--- config.mk ---
export PLATFORM = sky130hd
export DESIGN_NAME = kcpsm6_io_hub
export DESIGN_NICKNAME = d
export VERILOG_FILES = /design/src/rtl/kcpsm6_io_hub.sv
export SDC_FILE = /design/constraint.sdc
export NUM_CORES = 1
export LEC_CHECK = 0
export BUFFER_PORTS_ARGS = -buffer_cell sky130_fd_sc_hd__buf_2
export CAP_MARGIN = 30
export CORE_MARGIN = 2
export CORE_UTILIZATION = 47
export CTS_BUF_LIST = sky130_fd_sc_hd__clkbuf_16
export CTS_CLUSTER_DIAMETER = 60
export DETAILED_ROUTE_END_ITERATION = 8
export GPL_TIMING_DRIVEN = 0
export PLACE_DENSITY = 0.79
export SYNTH_ARGS = -nofsm -noshare
export SYNTH_HDL_FRONTEND = slang
export SYNTH_SLANG_ARGS = --single-unit
--- constraint.sdc ---
create_clock -name clk -period 2.3 [get_ports clk]
set_clock_uncertainty 0.2 [all_clocks]
set_input_delay 0.23 -clock clk [delete_from_list [all_inputs] [get_ports clk]]
set_output_delay 0.23 -clock clk [all_outputs]
set_load 0.02 [all_outputs]
--- src/rtl/kcpsm6_io_hub.sv ---
// kcpsm6 port-bus hub: output registers, registered input mux and an edge-triggered interrupt controller.
// Define KCPSM6_IO_HUB_IRQ_SYNC_EN to pass irq_src through a two-flop synchronizer before edge detection.
module kcpsm6_io_hub #(
    parameter int         NUM_OUT   = 4,
    parameter int         NUM_IN    = 4,
    parameter int         NUM_IRQ   = 4,
    parameter logic [7:0] OUT_BASE  = 8'h00,
    parameter logic [7:0] IN_BASE   = 8'h00,
    parameter logic [7:0] CTRL_BASE = 8'hF0,
    parameter logic [7:0] OUT_RESET = 8'h00
) (
    input  logic                   clk,
    input  logic                   reset,
    input  logic [7:0]             port_id,
    input  logic                   write_strobe,
    input  logic                   k_write_strobe,
    input  logic                   read_strobe,
    input  logic [7:0]             out_port,
    output logic [7:0]             in_port,
    output logic                   interrupt,
    input  logic                   interrupt_ack,
    output logic [NUM_OUT*8-1:0]   gpio_out,
    output logic [NUM_OUT-1:0]     out_strobe,
    input  logic [NUM_IN*8-1:0]    gpio_in,
    output logic [NUM_IN-1:0]      in_strobe,
    input  logic [NUM_IRQ-1:0]     irq_src
);

    localparam logic [7:0] PEND_ADDR = CTRL_BASE;
    localparam logic [7:0] MASK_ADDR = CTRL_BASE + 8'd1;

    logic [7:0]         out_idx;
    logic [7:0]         in_idx;
    logic [3:0]         k_idx;
    logic               pend_wr;
    logic               mask_wr;
    logic [NUM_OUT-1:0] out_wr;
    logic [NUM_IN-1:0]  in_rd;
    logic [7:0]         rd_data;
    logic [NUM_IRQ-1:0] pend;
    logic [NUM_IRQ-1:0] mask;
    logic [NUM_IRQ-1:0] hist;
    logic [NUM_IRQ-1:0] irq_s;
    logic [NUM_IRQ-1:0] irq_evt;
    logic [NUM_IRQ-1:0] w1c;
    logic               in_service;

    assign out_idx = port_id - OUT_BASE;
    assign in_idx  = port_id - IN_BASE;
    assign k_idx   = port_id[3:0] - OUT_BASE[3:0];
    assign pend_wr = write_strobe && (port_id == PEND_ADDR);
    assign mask_wr = write_strobe && (port_id == MASK_ADDR);

    // Controller addresses shadow any output register mapped on top of them.
    always_comb begin
        out_wr = '0;
        for (int i = 0; i < NUM_OUT; i++) begin
            out_wr[i] = (write_strobe && !pend_wr && !mask_wr && (out_idx == 8'(i))) ||
                        (k_write_strobe && (k_idx == 4'(i)));
        end
    end

    always_comb begin
        rd_data = '0;
        in_rd   = '0;
        if (port_id == PEND_ADDR) begin
            rd_data = 8'(pend);
        end else if (port_id == MASK_ADDR) begin
            rd_data = 8'(mask);
        end else begin
            for (int i = 0; i < NUM_IN; i++) begin
                if (in_idx == 8'(i)) begin
                    rd_data  = gpio_in[i*8 +: 8];
                    in_rd[i] = read_strobe;
                end
            end
        end
    end

`ifdef KCPSM6_IO_HUB_IRQ_SYNC_EN
    localparam logic [NUM_IRQ-1:0] HIST_RESET = '0;
    logic [NUM_IRQ-1:0] sync_1;
    logic [NUM_IRQ-1:0] sync_2;

    always_ff @(posedge clk or posedge reset) begin
        if (reset) begin
            sync_1 <= '0;
            sync_2 <= '0;
        end else begin
            sync_1 <= irq_src;
            sync_2 <= sync_1;
        end
    end

    assign irq_s = sync_2;
`else
    // All-ones history: a source already high when reset releases is not an edge.
    localparam logic [NUM_IRQ-1:0] HIST_RESET = '1;
    assign irq_s = irq_src;
`endif

    assign irq_evt = irq_s & ~hist;
    assign w1c     = pend_wr ? out_port[NUM_IRQ-1:0] : '0;

    always_ff @(posedge clk or posedge reset) begin
        if (reset) begin
            gpio_out   <= {NUM_OUT{OUT_RESET}};
            out_strobe <= '0;
            in_strobe  <= '0;
            in_port    <= '0;
            interrupt  <= 1'b0;
            pend       <= '0;
            mask       <= '0;
            hist       <= HIST_RESET;
            in_service <= 1'b0;
        end else begin
            for (int i = 0; i < NUM_OUT; i++) begin
                if (out_wr[i]) gpio_out[i*8 +: 8] <= out_port;
            end
            out_strobe <= out_wr;
            in_strobe  <= in_rd;
            in_port    <= rd_data;
            hist       <= irq_s;
            // A fresh edge outranks a simultaneous write-1-to-clear.
            pend       <= (pend & ~w1c) | irq_evt;
            if (mask_wr) mask <= out_port[NUM_IRQ-1:0];
            if (interrupt_ack)  in_service <= 1'b1;
            else if (pend_wr)   in_service <= 1'b0;
            interrupt  <= (|(pend & mask)) && !in_service && !interrupt_ack;
        end
    end

endmodule

# Word-level counts from Yosys, hierarchy flattened
# Index checks and enable logic that the tools add are counted.
# word_totals
regBits	62
inputBits	58
out_inout_bits	49
wordCells	67
# classes
muxes	15
bitwise	6
n_eq_ne	8
n_reduce_logical	26
# op_table
cell	n
$mux 8	6
$eq 8x2->1 const B	2
$eq 8x8->1 const B	2
$logic_and 1x1->1	14
$and 4x4->4	3
$mux 4	3
$eq 4x2->1 const B	2
$eq 8x1->1 const B	1
$logic_not 8->1	1
$not 4->4	2
$mux 1	6
$eq 4x1->1 const B	1
$logic_not 1->1	4
$logic_not 4->1	1
$logic_or 1x1->1	4
$or 4x4->4	1
$reduce_or 4->1	1
$reduce_bool 2->1	1

# Logic depth before layout (Yosys ltp)
# Gate-level depths: netlist (run 1).
# logic_depth
word_depth	7
depth_mapped	6

# Worst setup path after synthesis (run 1)
# Ideal clock, no wire load.
# synth_timing
kind	input to register
start	input port port_id[0]
end	register gpio_out[0]
path_slack_ns	0.394
t_arrival_ns	1.581
path_buffers	1
setup_time_ns	0.125
path_stages	4
path_cell_list	buf_2 > or4_1 > nor2_2 > mux2_2
# synth_via
elab_chain_len	7
word_cells_on_any_way	13
classes_between	eq/ne (2); reduce/logical (11)
# synth_lines
item	line	source
start, declared	14	input logic [7:0] port_id,
$eq 8x8->1	51	assign pend_wr = write_strobe && (port_id == PEND_ADDR);
$logic_and 1x1->1	51	
$logic_not 1->1	58	out_wr[i] = (write_strobe && !pend_wr && !mask_wr && (out_idx == 8'(i))) ||
$logic_and 1x1->1 (3 in a row)	58	
$logic_or 1x1->1 (*)	58	
named net out_wr[0]	37	logic [NUM_OUT-1:0] out_wr;
end signal, assigned	107	gpio_out <= {NUM_OUT{OUT_RESET}};
end signal, assigned by index	118	if (out_wr[i]) gpio_out[i*8 +: 8] <= out_port;
end, declared	22	output logic [NUM_OUT*8-1:0] gpio_out,
# Mark *: on every way through the listed nets, which the timed path passes. The rest lies on a longest branch.
# A chain may end at the register's enable or synchronous reset.

# Worst setup path after layout (run 1)
# layout_timing
start	input port port_id[5]
end	register gpio_out[28]
# layout_via
elab_chain_len	7
word_cells_on_any_way	11
classes_between	eq/ne (3); reduce/logical (8)
# layout_lines
item	line
$eq 8x8->1	51
$logic_and 1x1->1	51
$logic_not 1->1	58
$logic_and 1x1->1 (2 in a row)	58
$logic_and 1x1->1 (*)	58
$logic_or 1x1->1 (*)	58
named net out_wr[3]	37
# Marks and branches as above.

==> results of run 1 <==
[placed cells by master, fill, tap and decap left out, drive strengths merged, types with 3 or more instances in the layout]
master / Yosys / final
mux2: 36 / 36
mux4: 7 / 7
dfstp: 4 / 4
nand3: 3 / 3
buf: 3 / 109
dlygate4sd3: 0 / 11
nand2: 9 / 9
nor3: 6 / 6
mux2i: 5 / 5
clkbuf: 0 / 9
a22o: 6 / 6
o21ai: 5 / 5
inv: 9 / 10
and3: 4 / 4
nor2: 6 / 6
dfrtp: 58 / 58
clkinv: 0 / 5
[layer usage]
| metal | share of wire, % | global-route usage [%] |
|---|---|---|
| met2 | 52 | 34.0 |
| met3 | 4.4 | 4.77 |
| met5 | 0 | 0 |
| met1 | 41 | 25.5 |
| met4 | 2.2 | 10.0 |
[critical path: cells and delay by family]
family,cells,cell delay (ns)
compound gates,1,0.25
simple gates,2,1.08
mux,1,0.40
buf+inv,1,0.12
[stage by stage]
stage	util (%)	area [um^2]	setup WS, ns
final	69.2	3580	0.217
after global routing	69.2	3580	0.151
after CTS	69.2	3580	0.179
after detailed placement	61.4	3180	-0.166
after global placement	61.1	3160	-0.344
after floorplan	-	2540	0.335
[worst max path at each step]
stage	start	endpoint	slack, ns
floorplan	reset	gpio_out[0]$_DFFE_PP0P_	0.34
global placement	reset	pend[1]$_DFF_PP0_	-0.34
detailed placement	port_id[5]	gpio_out[28]$_DFFE_PP0P_	-0.17
CTS	port_id[5]	gpio_out[28]$_DFFE_PP0P_	0.18
global route	port_id[5]	gpio_out[21]$_DFFE_PP0P_	0.15
finish	port_id[5]	gpio_out[28]$_DFFE_PP0P_	0.22
[repair_timing]
action	in CTS	in global routing
hold endpoints to repair	46	0
hold buffers	11	0
setup buffers	0	0
setup endpoints to repair	0	0
[sequential cells by signal, indices dropped and copies added (netlist names)]
name / count
gpio_out: 32
hist: 4
in_port: 8
in_service: 1
in_strobe: 4
interrupt: 1
mask: 4
out_strobe: 4
pend: 4
[final cells by class]
type | instances | area [um^2]
fill | 398 | 1590
sequential | 62 | 1560
multi-input combinational | 97 | 941
timing repair buffer | 117 | 656
clock buffer | 9 | 225
tap | 70 | 87.6
clock inverter | 7 | 66.3
inverter | 9 | 33.8
buffer | 3 | 13.8
[logic make-up (layout without fill, tap and decap cells)]
| group | Yosys count | count (layout) | synth area share (%) |
|---|---|---|---|
| flops | 62 | 62 | 61.2 |
| mux | 48 | 48 | 24.1 |
| simple gates | 33 | 33 | 8.31 |
| compound gates | 16 | 16 | 4.57 |
| buf+inv | 12 | 145 | 1.87 |
[where the power goes]
part           leakage (uW)  total (uW)  internal [uW]  switching [uW]
Combinational      0.000910         622            275             347
Sequential         0.000770        1310           1240            69.6
Clock              0.000150        1300            831             465
==> run_results.csv, run 1 <==
group,metric,value,unit
outcome,result_of_the_run,"finished, final reports clean",
timing,fmaxAchievable,480,MHz
yosys,count_of_flip_flops_with_a_built_in_enable_after_synthesis,0,
floorplan,number_of_rows_created_at_floorplan,26,
setup_path,worstSetupPathType,"input port to flip-flop",
global_route,total_track_usage,20.6,%
pwr,peakVddDrop,0.000882,V
clock_tree,cts.clk_slew.worst_paths,0.05,ns
yosys,post_synth_inst_count,171,
place,detailedPlacementHpwl,4190,um
floorplan,fp.dieArea,6020,um^2
timing,summed_negative_setup_slack_over_all_endpoints,0,ns
timing,slew_headroom,55.6,%
timing,fin_crit,2.08,ns
pwr,total_power,3230,uW
route,route.final.wire_length,5740,um
timing,final-setup-viol-count,0,
floorplan,initial_utilization,49.2,%
floorplan,total_core_area,5170,um^2
global_route,grt_max_degree,45,
setup_path,data_arrival_time_of_the_critical_path,2.09,ns
timing,worst-slew-pin-transition,0.661,ns
route,drcViolationCount,0,
worst_hold_path,hold_path_depth,2,
setup_path,crit_path_top_delay_cell,"nor4_4",
yosys,synth_sequential_area_ratio,61.2,%
clock_tree,clock_tree.buffer_depth,2,
setup_path,r2r.worst_path.cells,3,
setup_path,r2r_end,"interrupt$_DFF_PP0_",
final_layout,n_antenna_cell,0,
clock_tree,cts_root_buf,"clkbuf_16",
final_layout,areaGrowthSynthToFinish,40.7,%
setup_path,reg2reg_from,"pend[0]$_DFF_PP0_",
pwr,power.density_cell_area,901,nW/um^2
yosys,synthesis.area_per_instance,14.9,um^2
worst_hold_path,holdCritStartpoint,"out_port[1]",
place,dp_cells,347,
timing,maxSlewViolCount,0,
clock_tree,count_of_instances_resized_after_the_clock_tree_is_built,0,
clock_tree,number_of_clock_buffers_inserted_by_tritoncts,9,
global_route,antenna_found_initial,0,
timing,final_hold_viol_count,0,
clock_tree,htreeDepth,3,
route,drt_pass1_iterations,4,
setup_path,timing.critical_path.required,2.30,ns
setup_path,slowest_delay,0.57,ns
setup_path,cp_cell_sequence,"buf_2, nor4_4, a21oi_2, nor3_4, mux2_2",
yosys,syn-num-nets,229,
route,vias_after_detailed_routing,1871,
setup_path,setup.reg_to_reg.worst_slack,0.97,ns
floorplan,ios,107,
floorplan,fp.dieW,77.6,um
worst_hold_path,hold_path_class,"input port to flip-flop",
yosys,synth_ff_type,"dfrtp_1",
yosys,yosysWarnings,0,
place,finalWeightedCongestion,0.779,
final_layout,drive_above_1_share,58.2,%
yosys,netlist.top_cell.by_area,"dfrtp_1",
final_layout,fin_cells,374,
yosys,yosys.cell_count.top_type,"dfrtp_1",
yosys,ys_seq_elements,62,
yosys,synth_top_area_share,57.0,%
setup_path,cp_max_fo,10,
setup_path,startpoint_type,"input port",
route,ant_nets,0,
clock_tree,clock_insertion_delay_worst_skew,0.32,ns
route,wl_per_cell,15.3,um
clock_tree,clock_sinks,62,
route,viasPerCell,5.00,
yosys,synth.lib_cells_used.distinct,27,
setup_path,worst_setup_path_end_kind,"flip-flop",
global_route,grt_overflow_total,0,
clock_tree,cts_tree,"done",
route,detailedRoute.firstIterationViolations,95,
yosys,synth.cells.most_frequent,"58 x dfrtp_1, 36 x mux2_2, 9 x inv_1, 9 x nand2_1, 7 x mux4_2",
timing,rsz0062_at_grt,"no",
global_route,grt_first_pass_wirelength,9470,um
timing,min_period_over_period,90.6,%
worst_hold_path,min_to,"gpio_out[25]$_DFFE_PP0P_",
pwr,power.static_leakage,0.00183,uW
yosys,post_synth_main_area_contributors,"dfrtp_1 57%, mux2_2 16%, mux4_2 6.2%",
yosys,syn_area,2540,um^2
final_layout,finish.net_count,357,
job,drv.max_cap_violation_count,0,
place,port-buffer-count,105,
yosys,ys_async_sr_fraction,100,%
timing,holdWs,0.0164,ns
floorplan,die_height,77.6,um
global_route,first_global_vias,1943,
Note: power is estimated with default switching activity, not from simulation.
==> run 2, diff against run 1 <==
RECOVER_POWER = 100   (was not set)
REMOVE_ABC_BUFFERS = 1   (was not set)
==> run 2 against run 1 <==
  * Final area is 1.7% lower
  * Flip-flop and latch count unchanged
  * Via count grew 0.69%
  * Global-route usage rose by 1.2 points
  * First-iteration DRC count grew 16%
  * Combinational power down 6.4%
  * Sequential share of layout area grew 0.77 points
  * Final cell count decreased by 0.53%
  * Clock power rose by 5%
  * Critical path type unchanged
==> run_results.csv, run 2 (same netlist as run 1, synthesis figures left out) <==
group,metric,value,unit
setup_path,worstSetupPathType,"input port to flip-flop",
pwr,peakVddDrop,0.000670,V
final_layout,n_antenna_cell,0,
floorplan,ios,107,
final_layout,multiInputGateArea,941,um^2
place,dp_cells,345,
worst_hold_path,hold_path_class,"input port to flip-flop",
timing,fin_crit,2.12,ns
worst_hold_path,holdCritStartpoint,"out_port[1]",
timing,rsz0062_at_grt,"no",
route,detailedRoute.firstIterationViolations,110,
place,port-buffer-count,106,
floorplan,fp.dieArea,6020,um^2
timing,min_period_over_period,92.3,%
floorplan,fp.dieW,77.6,um
global_route,grt_first_pass_wirelength,10100,um
setup_path,slowest_delay,0.57,ns
final_layout,fin_cells,372,
global_route,first_global_vias,2077,
job,drv.max_cap_violation_count,0,
final_layout,layout_common_cells,"58 x dfrtp_1, 54 x clkbuf_1, 52 x buf_2",
route,route.final.wire_length,5990,um
route,drcViolationCount,0,
route,drt_pass1_iterations,4,
timing,holdWs,0.0392,ns
final_layout,mostFrequentLayoutCell,"dfrtp_1",
outcome,result_of_the_run,"finished, final reports clean",
final_layout,largest_reg_by_ff_count,"gpio_out",
final_layout,filler_cell_count,418,
setup_path,timing.critical_path.required,2.30,ns
route,vias_after_detailed_routing,1884,
final_layout,areaGrowthSynthToFinish,38.2,%
setup_path,startpoint,"port_id[5]",
setup_path,critical_path.top_delay_family,"simple AND/OR/NAND/NOR gates",
clock_tree,postCtsSetupBuffers,0,
place,finalWeightedCongestion,0.783,
final_layout,top_regs,"gpio_out: 32 flops, in_port: 8 flops",
floorplan,initial_utilization,49.2,%
clock_tree,number_of_clock_buffers_inserted_by_tritoncts,9,
timing,fmaxAchievable,471,MHz
clock_tree,clock_tree.buffer_depth,2,
clock_tree,cts_root_buf,"clkbuf_16",
global_route,grt_overflow_total,0,
setup_path,cp_num_buf_inv,1,
pwr,power.static_leakage,0.00164,uW
setup_path,crit_path_top_delay_cell,"nor3_4",
clock_tree,htreeDepth,3,
setup_path,cp_max_fo,10,
setup_path,data_arrival_time_of_the_critical_path,2.12,ns
final_layout,largest_register_ffs,32,
clock_tree,clock_insertion_delay_worst_skew,0.31,ns
final_layout,regArea,1560,um^2
floorplan,die_height,77.6,um
timing,worst-slew-pin-transition,1.08,ns
timing,final-setup-viol-count,0,
route,wl_per_cell,16.1,um
setup_path,reg2reg_from,"pend[0]$_DFF_PP0_",
floorplan,number_of_rows_created_at_floorplan,26,
clock_tree,cts.clk_slew.worst_paths,0.05,ns
pwr,total_power,3250,uW
route,ant_nets,0,
setup_path,startpoint_type,"input port",
global_route,total_track_usage,21.7,%
global_route,grt_max_degree,36,
setup_path,cp_cell_sequence,"clkbuf_1, nor4_4, a21oi_2, nor3_4, mux2_2",
final_layout,drive_above_1_share,39.1,%
global_route,antenna_found_initial,0,
timing,slew_headroom,27.8,%
timing,maxSlewViolCount,0,
final_layout,finish.net_count,355,
pwr,power.density_cell_area,924,nW/um^2
clock_tree,clock_sinks,62,
setup_path,worst_setup_path_end_kind,"flip-flop",
place,detailedPlacementHpwl,4170,um
route,viasPerCell,5.06,
floorplan,total_core_area,5170,um^2
timing,final_hold_viol_count,0,
clock_tree,cts_tree,"done",
-- run 2: cell count changes in the layout (fill, tap and decap cells not counted), moves of 2 or more --
cell / previous run / this run
buf_2: 107 / 52
clkbuf_1: 0 / 54
clkinv_1: 0 / 3
clkinv_2: 3 / 1
clkinv_4: 2 / 0
-- run 2: worst paths after layout --
path / end / slack [ns] / depth (start not counted)
worst min register to register: interrupt$_DFF_PP0_ / 0.24 / 1
worst min-delay path: gpio_out[25]$_DFFE_PP0P_ / 0.04 / 2
worst max register to register: interrupt$_DFF_PP0_ / 1.00 / 3
max in group asynchronous: hist[2]$_DFF_PP1_ / 0.57 / 4
worst max-delay path: gpio_out[27]$_DFFE_PP0P_ / 0.18 / 5
min in group asynchronous: gpio_out[28]$_DFFE_PP0P_ / 0.53 / 3
-- run 2: final cells by class --
| cell class | instances | area share (%) |
|---|---|---|
| repair buffers | 118 | 16.9 |
| flip-flops and latches | 62 | 44.3 |
| inverters | 9 | 0.961 |
| clock inverters | 7 | 2.28 |
| multi-input cells | 97 | 26.8 |
| well taps | 70 | 2.49 |
| clock buffers | 9 | 6.40 |
-- run 2: report_power, final --
group / internal [uW] / total (uW) / switching, uW
logic: 234 / 582 / 348
registers: 1240 / 1310 / 70.2
clock network: 929 / 1360 / 430
-- run 2: worst reg2reg max path, cell delays in order (launching register included) --
cell	delay [ns]
dfrtp_1	0.41
a22o_1	0.25
a221oi_1	0.22
nor3_1	0.09
-- run 2: timing repair --
item | in CTS | in global routing
resized for setup | 0 | 0
hold buffers | 11 | 0
endpoints found under the hold margin | 57 | 0
-- run 2: layer usage --
| metal | GRT usage [%] | routed length [um] | vias to the layer above |
|---|---|---|---|
| met5 | 0 | 0 | - |
| met4 | 9.64 | 82 | 0 |
| li1 | - | - | 878 |
| met2 | 35.3 | 3080 | 64 |
| met1 | 27.7 | 2560 | 932 |
| met3 | 5.23 | 262 | 10 |
-- run 2: metrics by stage --
step	instance area [um^2]	setup TNS, ns	utilization [%]	worst slack [ns]
floorplan	2530	0	-	0.335
global placement	3150	-22.16	60.9	-0.357
detailed placement	3170	-2.73	61.3	-0.145
CTS	3580	0	69.3	0.189
global route	3520	0	68.0	0.0687
finish	3520	0	68.0	0.177
==> run 3, diff against run 2 <==
RECOVER_POWER = 25   (was 100)
==> run 3 against run 2 <==
  * Flip-flop and latch count did not move
  * Non-clock buffer count unchanged
  * Sequential power is essentially flat
  * Total power increased by 1.1%
  * Clock power about the same
  * Die area stayed put
  * Largest cell class unchanged
==> run_results.csv, run 3 (same netlist as run 1, synthesis figures left out) <==
group,metric,value,unit
timing,fmaxAchievable,475,MHz
final_layout,largest_reg_by_ff_count,"gpio_out",
global_route,first_global_vias,2077,
global_route,grt_first_pass_wirelength,10100,um
setup_path,startpoint_type,"input port",
timing,worst-slew-pin-transition,1.09,ns
pwr,peakVddDrop,0.000678,V
floorplan,number_of_rows_created_at_floorplan,26,
job,drv.max_cap_violation_count,0,
timing,rsz0062_at_grt,"no",
final_layout,finish.net_count,355,
final_layout,areaGrowthSynthToFinish,40.1,%
route,ant_nets,0,
route,drt_pass1_iterations,4,
clock_tree,cts_root_buf,"clkbuf_16",
timing,min_period_over_period,91.5,%
final_layout,mostFrequentLayoutCell,"buf_2",
clock_tree,clock_sinks,62,
setup_path,r2r_end,"interrupt$_DFF_PP0_",
floorplan,fp.dieW,77.6,um
clock_tree,postCtsSetupBuffers,0,
outcome,result_of_the_run,"finished, final reports clean",
clock_tree,cts.clk_slew.worst_paths,0.05,ns
place,port-buffer-count,106,
clock_tree,cts_tree,"done",
route,vias_after_detailed_routing,1874,
clock_tree,cts.hold.buffers_added,11,
setup_path,worstSetupPathType,"input port to flip-flop",
setup_path,reg2reg_from,"pend[0]$_DFF_PP0_",
timing,final_hold_viol_count,0,
final_layout,layout_common_cells,"91 x buf_2, 58 x dfrtp_1, 36 x mux2_2",
clock_tree,number_of_clock_buffers_inserted_by_tritoncts,9,
worst_hold_path,min_to,"gpio_out[17]$_DFFE_PP0P_",
route,detailedRoute.firstIterationViolations,112,
setup_path,setup.reg_to_reg.worst_slack,1.00,ns
timing,holdWs,0.0408,ns
worst_hold_path,holdCritStartpoint,"out_port[1]",
timing,slew_headroom,27.5,%
setup_path,cp_max_fo,10,
global_route,antenna_found_initial,0,
clock_tree,clock_insertion_delay_worst_skew,0.31,ns
timing,maxSlewViolCount,0,
setup_path,timing.critical_path.required,2.30,ns
global_route,grt_max_degree,36,
clock_tree,count_of_instances_resized_after_the_clock_tree_is_built,0,
route,drcViolationCount,0,
worst_hold_path,hold_path_depth,2,
worst_hold_path,hold_path_class,"input port to flip-flop",
pwr,power.static_leakage,0.00177,uW
route,wl_per_cell,16.0,um
final_layout,largest_register_ffs,32,
setup_path,worst_setup_path_end_kind,"flip-flop",
place,finalWeightedCongestion,0.783,
final_layout,final_util,68.9,%
route,viasPerCell,5.04,
clock_tree,htreeDepth,3,
setup_path,data_arrival_time_of_the_critical_path,2.10,ns
route,route.final.wire_length,5960,um
timing,fin_crit,2.11,ns
floorplan,initial_utilization,49.2,%
floorplan,die_height,77.6,um
setup_path,r2r.worst_path.cells,3,
timing,final-setup-viol-count,0,
final_layout,n_antenna_cell,0,
clock_tree,clock_tree.buffer_depth,2,
floorplan,ios,107,
global_route,total_track_usage,21.7,%
place,detailedPlacementHpwl,4170,um
global_route,grt_overflow_total,0,
final_layout,top_regs,"gpio_out: 32 flops, in_port: 8 flops",
final_layout,drive_above_1_share,52.0,%
floorplan,total_core_area,5170,um^2
floorplan,fp.dieArea,6020,um^2
pwr,power.density_cell_area,921,nW/um^2
[run 3: cell count changes in the layout (fill, tap and decap cells not counted), sizes merged]
cell / delta
buf: +39
clkbuf: -39
[run 3: metal layers]
| layer | track usage (%) | vias to the layer above | routed length, um |
|---|---|---|---|
| li1 | - | 877 | - |
| met1 | 27.7 | 932 | 2550 |
| met2 | 35.3 | 57 | 3060 |
| met3 | 5.23 | 8 | 273 |
| met4 | 9.64 | 0 | 77 |
| met5 | 0 | - | 0 |
[run 3: per-stage QoR]
step / TNS [ns] / setup slack [ns] / total power, uW / instances / cell area (um^2)
global route: 0 / 0.0827 / 3430 / 372 / 3570
finish: 0 / 0.195 / 3290 / 372 / 3570
floorplan: 0 / 0.335 / 1680 / 168 / 2530
global placement: -22.16 / -0.357 / 1910 / 344 / 3150
detailed placement: -2.73 / -0.145 / 1940 / 345 / 3170
CTS: 0 / 0.189 / 3330 / 372 / 3580
[run 3: critical path, stage by stage]
cell and delay (ns):
buf_2 0.12, nor4_4 0.54, a21oi_2 0.24, nor3_4 0.56, mux2_2 0.40
[run 3: worst max-delay path by stage]
stage,to,startpoint,cells past startpoint,slack [ns]
floorplan,gpio_out[0]$_DFFE_PP0P_,reset,1,0.34
global placement,gpio_out[25]$_DFFE_PP0P_,reset,2,-0.36
detailed placement,gpio_out[29]$_DFFE_PP0P_,port_id[5],5,-0.14
CTS,gpio_out[29]$_DFFE_PP0P_,port_id[5],5,0.19
global route,gpio_out[29]$_DFFE_PP0P_,port_id[5],5,0.08
finish,gpio_out[27]$_DFFE_PP0P_,port_id[5],5,0.19
[run 3: final cells by class]
class	count	area [um^2]
clock buffers	9	225
clock inverters	7	80.1
fillers	404	1610
inverters	9	33.8
multi-input cells	97	941
flip-flops and latches	62	1560
well taps	70	87.6
repair buffers	118	642
[run 3: power by group]
group | leakage [uW] | total, uW | switching, uW | internal [uW]
sequential | 0.000770 | 1300 | 66.1 | 1240
clock | 0.000153 | 1360 | 432 | 929
combinational | 0.000847 | 620 | 347 | 273
